===== src/rtl/mux16_rr_arbiter_pkg.sv =====
// Shared types and constants for the 16-requester round-robin mux arbiter.
package mux16_arb_pkg;

  localparam int NUM_REQ = 16;
  localparam int SEL_W   = 4;
  localparam int HOLD_W  = 8;

  typedef enum logic [0:0] {
    IDLE  = 1'b0,
    GRANT = 1'b1
  } arb_state_e;

  // One-hot grant vector for a binary requester index.
  function automatic logic [NUM_REQ-1:0] onehot_of(input logic [SEL_W-1:0] idx);
    return {{(NUM_REQ-1){1'b0}}, 1'b1} << idx;
  endfunction

endpackage


===== src/rtl/mux16_rr_arbiter_if.sv =====
// Request/data/grant bundle between the requesting bit-lanes (master) and the
// arbiter that owns the shared mux (slave).
interface mux16_rr_arbiter_if;
  import mux16_arb_pkg::*;

  logic [NUM_REQ-1:0] req;
  logic [NUM_REQ-1:0] din;
  logic [NUM_REQ-1:0] gnt;
  logic [SEL_W-1:0]   sel;
  logic               dout;
  logic               dout_vld;
  logic               busy;

  modport master (
    output req, din,
    input  gnt, sel, dout, dout_vld, busy
  );

  modport slave (
    input  req, din,
    output gnt, sel, dout, dout_vld, busy
  );

endinterface


===== src/rtl/mux16_rr_pick.sv =====
// Combinational round-robin picker: first set request bit at or after i_start,
// wrapping modulo 16. o_found is low when no request is set.
module mux16_rr_pick
  import mux16_arb_pkg::*;
(
  input  logic [NUM_REQ-1:0] i_req,
  input  logic [SEL_W-1:0]   i_start,
  output logic               o_found,
  output logic [SEL_W-1:0]   o_idx
);

  logic [NUM_REQ-1:0] w_rot;
  logic [SEL_W-1:0]   w_ofs;

  // Rotate the request vector so the search start sits at bit 0.
  always_comb begin
    w_rot = NUM_REQ'({i_req, i_req} >> i_start);
  end

  // Lowest set bit of the rotated vector is the winner; map back by adding start.
  always_comb begin
    w_ofs = {SEL_W{1'b0}};
    for (int i = NUM_REQ - 1; i >= 0; i--) begin
      w_ofs = w_rot[i] ? SEL_W'(i) : w_ofs;
    end
    o_found = |w_rot;
    o_idx   = i_start + w_ofs;
  end

endmodule


===== src/rtl/mux16_rr_arbiter.sv =====
// Round-robin arbiter/sequencer for a shared 16:1 single-bit mux.
// Optional macro MUX16_ARB_HOLD_LIMIT_EN adds a hold counter that forces the
// owner to release after HOLD_MAX consecutive grant cycles.
module mux16_rr_arbiter
  import mux16_arb_pkg::*;
#(
  parameter int HOLD_MAX = 8
) (
  input  logic              clk,
  input  logic              rst_n,
  mux16_rr_arbiter_if.slave io_bus
);

  generate
    if (HOLD_MAX < 1 || HOLD_MAX > 255) begin : g_hold_max_range
      $error("HOLD_MAX must be within 1..255");
    end
  endgenerate

  arb_state_e         r_state;
  arb_state_e         w_state_nxt;
  logic [SEL_W-1:0]   r_ptr;
  logic [SEL_W-1:0]   w_ptr_nxt;
  logic [NUM_REQ-1:0] r_gnt;
  logic [NUM_REQ-1:0] w_gnt_nxt;
  logic [SEL_W-1:0]   r_sel;
  logic [SEL_W-1:0]   w_sel_nxt;
  logic               r_dout;
  logic               w_dout_nxt;
  logic               r_dout_vld;
  logic               w_dout_vld_nxt;
  logic               r_busy;
  logic               w_busy_nxt;

  logic [SEL_W-1:0]   w_start;
  logic               w_found;
  logic [SEL_W-1:0]   w_idx;
  logic               w_release;

  // One picker serves both IDLE arbitration (from ptr) and release
  // re-arbitration (from the slot after the departing owner).
  always_comb begin
    if (r_state == GRANT) begin
      w_start = r_sel + 4'd1;
    end else begin
      w_start = r_ptr;
    end
  end

  mux16_rr_pick u_pick (
    .i_req   (io_bus.req),
    .i_start (w_start),
    .o_found (w_found),
    .o_idx   (w_idx)
  );

`ifdef MUX16_ARB_HOLD_LIMIT_EN
  localparam logic [HOLD_W-1:0] HOLD_LAST = HOLD_W'(HOLD_MAX - 1);

  logic [HOLD_W-1:0] r_hold_cnt;
  logic [HOLD_W-1:0] w_hold_cnt_nxt;
  logic              w_load;

  // Owner gives up the grant when it drops req or has used its full slot.
  always_comb begin
    w_release = ~io_bus.req[r_sel] | (r_hold_cnt == HOLD_LAST);
  end

  // A new grant is loaded from IDLE or on a handoff with a winner.
  always_comb begin
    w_load = w_found & ((r_state == IDLE) | ((r_state == GRANT) & w_release));
  end

  // Hold counter: cleared on every new grant, saturating count while granted.
  always_comb begin
    if (w_load) begin
      w_hold_cnt_nxt = {HOLD_W{1'b0}};
    end else if ((r_state == GRANT) && (r_hold_cnt != 8'hFF)) begin
      w_hold_cnt_nxt = r_hold_cnt + 8'd1;
    end else begin
      w_hold_cnt_nxt = r_hold_cnt;
    end
  end

  // Hold counter register.
  always_ff @(posedge clk or negedge rst_n) begin
    if (!rst_n) begin
      r_hold_cnt <= {HOLD_W{1'b0}};
    end else begin
      r_hold_cnt <= w_hold_cnt_nxt;
    end
  end
`else
  // Without the hold limit the owner keeps the grant until it drops req.
  always_comb begin
    w_release = ~io_bus.req[r_sel];
  end
`endif

  // State register.
  always_ff @(posedge clk or negedge rst_n) begin
    if (!rst_n) begin
      r_state <= IDLE;
    end else begin
      r_state <= w_state_nxt;
    end
  end

  // Next-state logic: leave IDLE on any request, leave GRANT only when a
  // release finds no other requester.
  always_comb begin
    w_state_nxt = r_state;
    case (r_state)
      IDLE: begin
        if (w_found) begin
          w_state_nxt = GRANT;
        end else begin
          w_state_nxt = IDLE;
        end
      end
      GRANT: begin
        if (w_release && !w_found) begin
          w_state_nxt = IDLE;
        end else begin
          w_state_nxt = GRANT;
        end
      end
      default: begin
        w_state_nxt = IDLE;
      end
    endcase
  end

  // Next values of the registered outputs and the round-robin pointer.
  always_comb begin
    w_gnt_nxt      = r_gnt;
    w_sel_nxt      = r_sel;
    w_dout_nxt     = r_dout;
    w_dout_vld_nxt = r_dout_vld;
    w_busy_nxt     = r_busy;
    w_ptr_nxt      = r_ptr;
    case (r_state)
      IDLE: begin
        w_dout_vld_nxt = 1'b0;
        if (w_found) begin
          w_gnt_nxt  = onehot_of(w_idx);
          w_sel_nxt  = w_idx;
          w_busy_nxt = 1'b1;
        end else begin
          w_gnt_nxt  = {NUM_REQ{1'b0}};
          w_busy_nxt = 1'b0;
        end
      end
      GRANT: begin
        w_dout_nxt     = io_bus.din[r_sel];
        w_dout_vld_nxt = 1'b1;
        if (w_release) begin
          // Departing owner becomes lowest priority.
          w_ptr_nxt = r_sel + 4'd1;
          if (w_found) begin
            w_gnt_nxt  = onehot_of(w_idx);
            w_sel_nxt  = w_idx;
            w_busy_nxt = 1'b1;
          end else begin
            w_gnt_nxt  = {NUM_REQ{1'b0}};
            w_busy_nxt = 1'b0;
          end
        end else begin
          w_busy_nxt = 1'b1;
        end
      end
      default: begin
        w_gnt_nxt      = {NUM_REQ{1'b0}};
        w_sel_nxt      = {SEL_W{1'b0}};
        w_dout_vld_nxt = 1'b0;
        w_busy_nxt     = 1'b0;
        w_ptr_nxt      = {SEL_W{1'b0}};
      end
    endcase
  end

  // Output and pointer registers.
  always_ff @(posedge clk or negedge rst_n) begin
    if (!rst_n) begin
      r_gnt      <= {NUM_REQ{1'b0}};
      r_sel      <= {SEL_W{1'b0}};
      r_dout     <= 1'b0;
      r_dout_vld <= 1'b0;
      r_busy     <= 1'b0;
      r_ptr      <= {SEL_W{1'b0}};
    end else begin
      r_gnt      <= w_gnt_nxt;
      r_sel      <= w_sel_nxt;
      r_dout     <= w_dout_nxt;
      r_dout_vld <= w_dout_vld_nxt;
      r_busy     <= w_busy_nxt;
      r_ptr      <= w_ptr_nxt;
    end
  end

  assign io_bus.gnt      = r_gnt;
  assign io_bus.sel      = r_sel;
  assign io_bus.dout     = r_dout;
  assign io_bus.dout_vld = r_dout_vld;
  assign io_bus.busy     = r_busy;

endmodule


===== src/flat_wrapper.sv =====
// flat-port wrapper written by rule: the top's interface ports become plain ports
module mux16_rr_arbiter_flat import mux16_arb_pkg::*;
#(
  parameter int HOLD_MAX = 8
)
  (clk, rst_n, io_bus_req, io_bus_din, io_bus_gnt, io_bus_sel, io_bus_dout, io_bus_dout_vld, io_bus_busy);
  mux16_rr_arbiter_if io_bus_i ();
  input  logic clk;
  input  logic rst_n;
  input wire logic [$bits(io_bus_i.req)-1:0] io_bus_req;
  input wire logic [$bits(io_bus_i.din)-1:0] io_bus_din;
  output wire logic [$bits(io_bus_i.gnt)-1:0] io_bus_gnt;
  output wire logic [$bits(io_bus_i.sel)-1:0] io_bus_sel;
  output wire logic [$bits(io_bus_i.dout)-1:0] io_bus_dout;
  output wire logic [$bits(io_bus_i.dout_vld)-1:0] io_bus_dout_vld;
  output wire logic [$bits(io_bus_i.busy)-1:0] io_bus_busy;
  assign io_bus_i.req = io_bus_req;
  assign io_bus_i.din = io_bus_din;
  assign io_bus_gnt = io_bus_i.gnt;
  assign io_bus_sel = io_bus_i.sel;
  assign io_bus_dout = io_bus_i.dout;
  assign io_bus_dout_vld = io_bus_i.dout_vld;
  assign io_bus_busy = io_bus_i.busy;
  mux16_rr_arbiter #(.HOLD_MAX(HOLD_MAX)) u_core (.clk(clk), .rst_n(rst_n), .io_bus(io_bus_i));
endmodule

===== config.mk =====
export PLATFORM = sky130hd
export DESIGN_NAME = mux16_rr_arbiter_flat
export DESIGN_NICKNAME = d
export VERILOG_FILES = /design/src/rtl/mux16_rr_arbiter_pkg.sv /design/src/rtl/mux16_rr_arbiter_if.sv /design/src/rtl/mux16_rr_pick.sv /design/src/rtl/mux16_rr_arbiter.sv /design/src/flat_wrapper.sv
export SDC_FILE = /design/constraint.sdc
export NUM_CORES = 1
export LEC_CHECK = 0
export BUFFER_PORTS_ARGS = -buffer_cell sky130_fd_sc_hd__buf_2
export CAP_MARGIN = 20
export CORE_UTILIZATION = 57
export CTS_BUF_LIST = sky130_fd_sc_hd__clkbuf_4
export DETAILED_ROUTE_END_ITERATION = 8
export PLACE_DENSITY = 0.94
export SLEW_MARGIN = 30
export SYNTH_ARGS = -nofsm -noshare
export SYNTH_HDL_FRONTEND = slang
export SYNTH_SLANG_ARGS = --single-unit

===== constraint.sdc =====
create_clock -name clk -period 4.8 [get_ports clk]
set_input_delay 0.24 -clock clk [delete_from_list [all_inputs] [get_ports clk]]
set_output_delay 0.24 -clock clk [all_outputs]
set_load 0.01 [all_outputs]

==> results_dict.tcl, run 1 <==
set metrics [dict create \
    status "finished, violations left" \
    violations "design-rule violations" \
    finalWirelength_microns 10500 \
    diodes 0 \
    synth_nets 351 \
    vias 3379 \
    finalMaxSlewViolations 0 \
    arrival_ps 5070 \
    row_count 24 \
    crit_chain "ha_4 -> xor2_4 -> mux2i_4 -> inv_4 -> mux4_2 -> and2_4 -> nand4bb_4 -> mux2i_4 -> nand2b_1 -> a21o_1 -> nand2_1 -> a21bo_2 -> and2_1 -> ha_1 -> nand2_1 -> nor2_2 -> nand3_2 -> mux2i_2 -> nor3_4 -> xnor2_2 -> buf_6 -> o41ai_4" \
    fp.dieH_microns 71.4 \
    drive_above_1_share_pct 42.9 \
    tightest_slew_ps 1040 \
    path_buf_inv 2 \
    syn_area_per_cell_sq_um 8.80 \
    grt_start_max_net_pins 32 \
    min_period_ps 4790 \
    cpMaxStageDelayCell "dfrtp_2" \
    cts_buffer_depth 2 \
    clock_latency_ps 370 \
    relSlewSlack_pct 30.7 \
    endpoint_kind "flop" \
    antenna_found_initial 0 \
    required_ps 5080 \
    wl_per_cell_microns 24.2 \
    fmax_ghz 0.209 \
    drtPass1Iterations 9 \
    synthFlopType "dfrtp_1" \
    cp-start-kind "flop" \
    crit_type "reg2reg" \
    fin_nets 422 \
    hpwl_microns 5770 \
    h-tree-depth 1 \
    yosysUniqueCellTypes 65 \
    synth_edf_count 0 \
    initial_core_util_pct 61.0 \
    final_common_cell "buf_2" \
    ys_seq_area_share_pct 24.6 \
    hold_violations 0 \
    netlist_instances 312 \
    synth_area_sq_um 2750 \
    die_w_microns 71.4 \
    synthToLayoutAreaGrowth_pct 31.0 \
    cts_buffers 3 \
    cp_max_fo 17 \
    core_area_sq_um 4500 \
    cts_tree "done" \
    grt.total_usage_pct 31.1 \
    dieArea_sq_um 5100 \
    grt_pass1_wl_microns 12600 \
    grt.overflow.total 0 \
    ctsRootBufferMaster "clkbuf_4" \
    async_reset_ff_share_pct 100 \
    layout_common_cells "buf_2 (56), nand3_1 (43), nand2_1 (31)" \
    final_antenna_net_count 0 \
    finalCritPeriodShare_pct 99.8 \
    post_drt_via_cell_ratio 7.79 \
    maxCapViolCount 0 \
    n_fill_cell 249 \
    setup_viol 0 \
    synth_seq_cells 27 \
    holdWs_ps 401 \
    crit_path_max_incr_delay_ps 480 \
    cts.clk_slew.worst_paths_ps 180 \
    drc_errors 3 \
    io_buffers 56 \
    cts_sinks 27 \
    fin_skew_ps 15.9 \
    ioPinCount 57 \
    ys_warn_count 0 \
    cp_top_family "simple AND/OR/NAND/NOR gates" \
    drtIter0Drc 545 \
    routabilityCongestion 0.971 \
    grt_pass1_vias 2833 \
    hold_class "in2async" \
]
==> area by class of cell <==
| cell class | instances | area (sq um) | area share (%) |
|---|---|---|---|
| Multi-Input combinational cell | 255 | 2190 | 61.0 |
| Sequential cell | 27 | 678 | 18.9 |
| Timing Repair Buffer | 88 | 593 | 16.5 |
| Tap cell | 52 | 65.1 | 1.81 |
| Inverter | 8 | 36.3 | 1.01 |
| Clock buffer | 3 | 22.5 | 0.626 |
| Clock inverter | 1 | 7.51 | 0.209 |
==> registers in the layout, indices dropped and copies added (netlist names) <==
register and count:
u_core.io_bus.sel 4, u_core.io_bus.gnt 16, u_core.io_bus.dout_vld 1, u_core.io_bus.dout 1, u_core.io_bus.busy 1, u_core.r_ptr 4
==> worst reg2reg max path, stage by stage (launching register included) <==
cell and delay [ps]:
dfrtp_2 480, ha_4 190, xor2_4 190, mux2i_4 290
inv_4 130, mux4_2 470, and2_4 200, nand4bb_4 220
mux2i_4 210, nand2b_1 160, a21o_1 120, nand2_1 50
a21bo_2 240, and2_1 170, ha_1 270, nand2_1 90
nor2_2 160, nand3_2 100, mux2i_2 240, nor3_4 80
xnor2_2 140, buf_6 170, o41ai_4 340
==> logic make-up (layout without fill, tap and decap cells) <==
kind of cell    Yosys count  in the layout  share of synthesized area (%)
compound gates           77             77                           20.5
mux                      30             30                           18.5
fa+ha+maj                 5              5                           2.55
simple gates            137            137                           26.4
xor+xnor                  6              6                           2.19
buf+inv                  30            100                           5.28
flops                    27             27                           24.6
==> final timing paths <==
check / from / end / slack, ps / depth (start not counted)
max: u_core.io_bus.sel[0] / u_core.io_bus.gnt[5] / 10 / 22
min: rst_n / u_core.io_bus.dout / 400 / 2
max reg2reg: u_core.io_bus.sel[0] / u_core.io_bus.gnt[5] / 10 / 22
min reg2reg: u_core.io_bus.gnt[7] / u_core.io_bus.gnt[7] / 500 / 2
max in group asynchronous: rst_n / u_core.io_bus.busy / 3920 / 2
min in group clk: u_core.io_bus.gnt[7] / u_core.io_bus.gnt[7] / 500 / 2
==> Yosys cell counts (all sizes together), types with 3 or more instances <==
| master | instances | area, sq um |
|---|---|---|
| and2 | 13 | 81.3 |
| xnor2 | 4 | 42.6 |
| dfrtp | 27 | 676 |
| a211oi | 8 | 65.1 |
| buf | 14 | 82.6 |
| a311o | 3 | 30.0 |
| nand4 | 3 | 18.8 |
| nor3 | 4 | 31.3 |
| nor2 | 9 | 33.8 |
| and3 | 8 | 50.1 |
| nand3 | 45 | 225 |
| mux2i | 8 | 96.3 |
| a22o | 4 | 35.0 |
| o21ai | 23 | 115 |
| ha | 4 | 50.1 |
| nand2 | 34 | 130 |
| clkbuf | 8 | 30.0 |
| mux4 | 14 | 319 |
| nand2b | 4 | 25.0 |
| a311oi | 3 | 26.3 |
| a21oi | 3 | 15.0 |
| inv | 7 | 28.8 |
| nor4 | 4 | 25.0 |
| o21a | 3 | 22.5 |
| a21o | 5 | 37.5 |
| a32o | 4 | 40.0 |
| mux2 | 8 | 93.8 |
==> per-stage QoR <==
stage / cell area, sq um / util (%) / setup slack [ps] / cells / TNS [ps]
6_report: 3600 / 79.9 / 12.0 / 434 / 0
5_1_grt: 3600 / 79.9 / -151 / 434 / -599
3_3_place_gp: 3070 / 68.1 / 55.3 / 410 / 0
2_1_floorplan: 2750 / - / 370 / 312 / 0
3_5_place_dp: 3070 / 68.1 / -115 / 410 / -524
4_1_cts: 3130 / 69.5 / 19.2 / 415 / 0
==> layer usage <==
layer  share of wire [%]  global-route usage (%)  vias to the layer above
li1                    -                       -                     1338
met1                  33                    38.9                     1506
met2                  45                    52.0                      412
met3                  13                    5.63                      123
met4                 8.9                    14.9                        0
met5                   0                       0                        -
==> timing repair <==
item / 4_1_cts / 5_1_grt
hold endpoints to repair: 27 / 0
hold buffers: 1 / 0
endpoints found under the setup margin: 8 / 18
pin swaps: 0 / 20
gates cloned: 0 / 2
gates resized for setup: 3 / 67
setup buffers: 0 / 17
Power of run 1 is left out: the tool's default activity adds up to more than one toggle a clock period on the data nets, which glitch-free logic cannot reach.
==> run 2: changes to the inputs <==
--- a/config.mk
+++ b/config.mk
@@ -11,6 +11,7 @@
 export CTS_BUF_LIST = sky130_fd_sc_hd__clkbuf_4
 export DETAILED_ROUTE_END_ITERATION = 8
 export PLACE_DENSITY = 0.94
+export SETUP_SLACK_MARGIN = 0.5
 export SLEW_MARGIN = 30
 export SYNTH_ARGS = -nofsm -noshare
 export SYNTH_HDL_FRONTEND = slang
==> constraint.sdc (replaced) <==
create_clock -name clk -period 4.8 [get_ports clk]
set_input_delay 0.24 -clock clk [delete_from_list [all_inputs] [get_ports clk]]
set_output_delay 0.24 -clock clk [all_outputs]
set_load 0.1 [all_outputs]
==> results_dict.tcl, run 2 (synthesized netlist as in run 1, its figures left out) <==
set metrics [dict create \
    status "completed" \
    setup_viol 0 \
    drc_errors 0 \
    hold_class "in2async" \
    cts_buffers 3 \
    antenna_found_initial 0 \
    fmax_ghz 0.213 \
    largest_register_ffs 16 \
    fp.dieH_microns 71.4 \
    tns_ps 0 \
    relSlewSlack_pct 42.4 \
    core_area_sq_um 4500 \
    routabilityCongestion 0.954 \
    final_common_cell "buf_2" \
    ctsRootBufferMaster "clkbuf_4" \
    ioPinCount 57 \
    maxCapViolCount 0 \
    cts.clk_slew.worst_paths_ps 160 \
    cp_max_fo 5 \
    drtPass1Iterations 7 \
    layout_common_cells "buf_2 (56), nand3_1 (41), buf_4 (38)" \
    fin_util_pct 83.6 \
    post_drt_via_cell_ratio 6.93 \
    diodes 0 \
    h-tree-depth 1 \
    hpwl_microns 5850 \
    endpoint_kind "flop" \
    arrival_ps 4950 \
    drtIter0Drc 333 \
    final_antenna_net_count 0 \
    rsz0062_at_grt "true" \
    grt.overflow.total 0 \
    wl_per_cell_microns 20.5 \
    grt_start_max_net_pins 32 \
    finalCritPeriodShare_pct 97.8 \
    tightest_slew_ps 857 \
    cts_buffer_depth 2 \
    clock_latency_ps 340 \
    row_count 24 \
    io_buffers 56 \
    cts_sinks 27 \
    min_period_ps 4690 \
    postPlaceCellArea_sq_um 3220 \
    grt.total_usage_pct 34.0 \
    timing.final.ws_setup_ps 105 \
    post-place-ws_ps -75.4 \
    n_fill_cell 252 \
    cts_tree "done" \
    design_area_sq_um 3770 \
    grt_pass1_wl_microns 13700 \
    fin_skew_ps 17.9 \
    hold_violations 0 \
    drive_above_1_share_pct 48.0 \
    fin_nets 440 \
    cp-start-kind "flop" \
    required_ps 5050 \
    vias 3131 \
    synthToLayoutAreaGrowth_pct 37.2 \
    initial_core_util_pct 61.0 \
    die_w_microns 71.4 \
    finalMaxSlewViolations 0 \
    dieArea_sq_um 5100 \
    grt_pass1_vias 2888 \
    finalWirelength_microns 9260 \
    crit_type "reg2reg" \
]
-- run 2: cell count changes in the layout (fill, tap and decap cells not counted), sizes merged --
| cell | before | now |
|---|---|---|
| clkbuf | 5 | 3 |
| xnor2 | 4 | 5 |
| clkinv | 0 | 1 |
| clkinvlp | 2 | 1 |
| buf | 85 | 104 |
-- run 2: area by class of cell --
cell class / instances / area, sq um / share of cell area, %
multi-input combinational: 256 / 2250 / 59.7
timing repair buffer: 105 / 701 / 18.6
sequential: 27 / 688 / 18.3
tap: 52 / 65.1 / 1.73
inverter: 8 / 32.5 / 0.864
clock buffer: 3 / 22.5 / 0.598
clock inverter: 1 / 7.51 / 0.199
-- run 2: worst max-delay path: stages, from the launching register on --
cell and delay [ps]:
dfrtp_4 520, ha_4 190, xor2_4 160, mux2i_4 270, buf_6 150, a211oi_2 50, a311oi_2 280, a21o_1 280
buf_4 180, a21o_1 90, nand3_1 80, nor2_1 100, o22a_1 190, nor2_1 60, o32ai_2 310, ha_2 260
inv_2 40, fa_2 360, xnor2_2 200, o211ai_1 140, o21a_2 180, and3b_2 240, a32o_2 280
-- run 2: routing by layer --
metal | GRT usage [%] | vias to the layer above | wire [microns]
li1 | - | 1378 | -
met1 | 44.0 | 1490 | 3560
met2 | 58.9 | 229 | 4580
met3 | 3.23 | 34 | 777
met4 | 13.1 | 0 | 340
met5 | 0 | - | 0
-- run 2: what timing repair did --
item                                   in CTS  in global routing
endpoints found under the hold margin      27                  0
hold buffers                                1                  0
buffers inserted                           20                  7
pin swaps                                  21                 12
setup endpoints to repair                  18                 19
cloned                                      1                  0
resized for setup                          27                 29
-- run 2: path summary, 6_finish.rpt --
| check | slack (ps) | start | endpoint | depth (start not counted) |
|---|---|---|---|---|
| max | 110 | u_core.io_bus.sel[1] | u_core.io_bus.gnt[9] | 22 |
| min | 420 | rst_n | u_core.io_bus.gnt[3] | 2 |
| max reg2reg | 110 | u_core.io_bus.sel[1] | u_core.io_bus.gnt[9] | 22 |
| min reg2reg | 510 | u_core.io_bus.gnt[0] | u_core.io_bus.gnt[0] | 2 |
| max in group asynchronous | 3910 | rst_n | u_core.io_bus.sel[1] | 2 |
| min in group clk | 510 | u_core.io_bus.gnt[0] | u_core.io_bus.gnt[0] | 2 |
-- run 2: metrics by stage --
step,hold slack (ps),cells
after global routing,469,452
after detailed placement,274,419
after global placement,268,419
after CTS,433,445
after floorplan,-55.6,312
final,417,452
Power of run 2 is left out for the same reason.
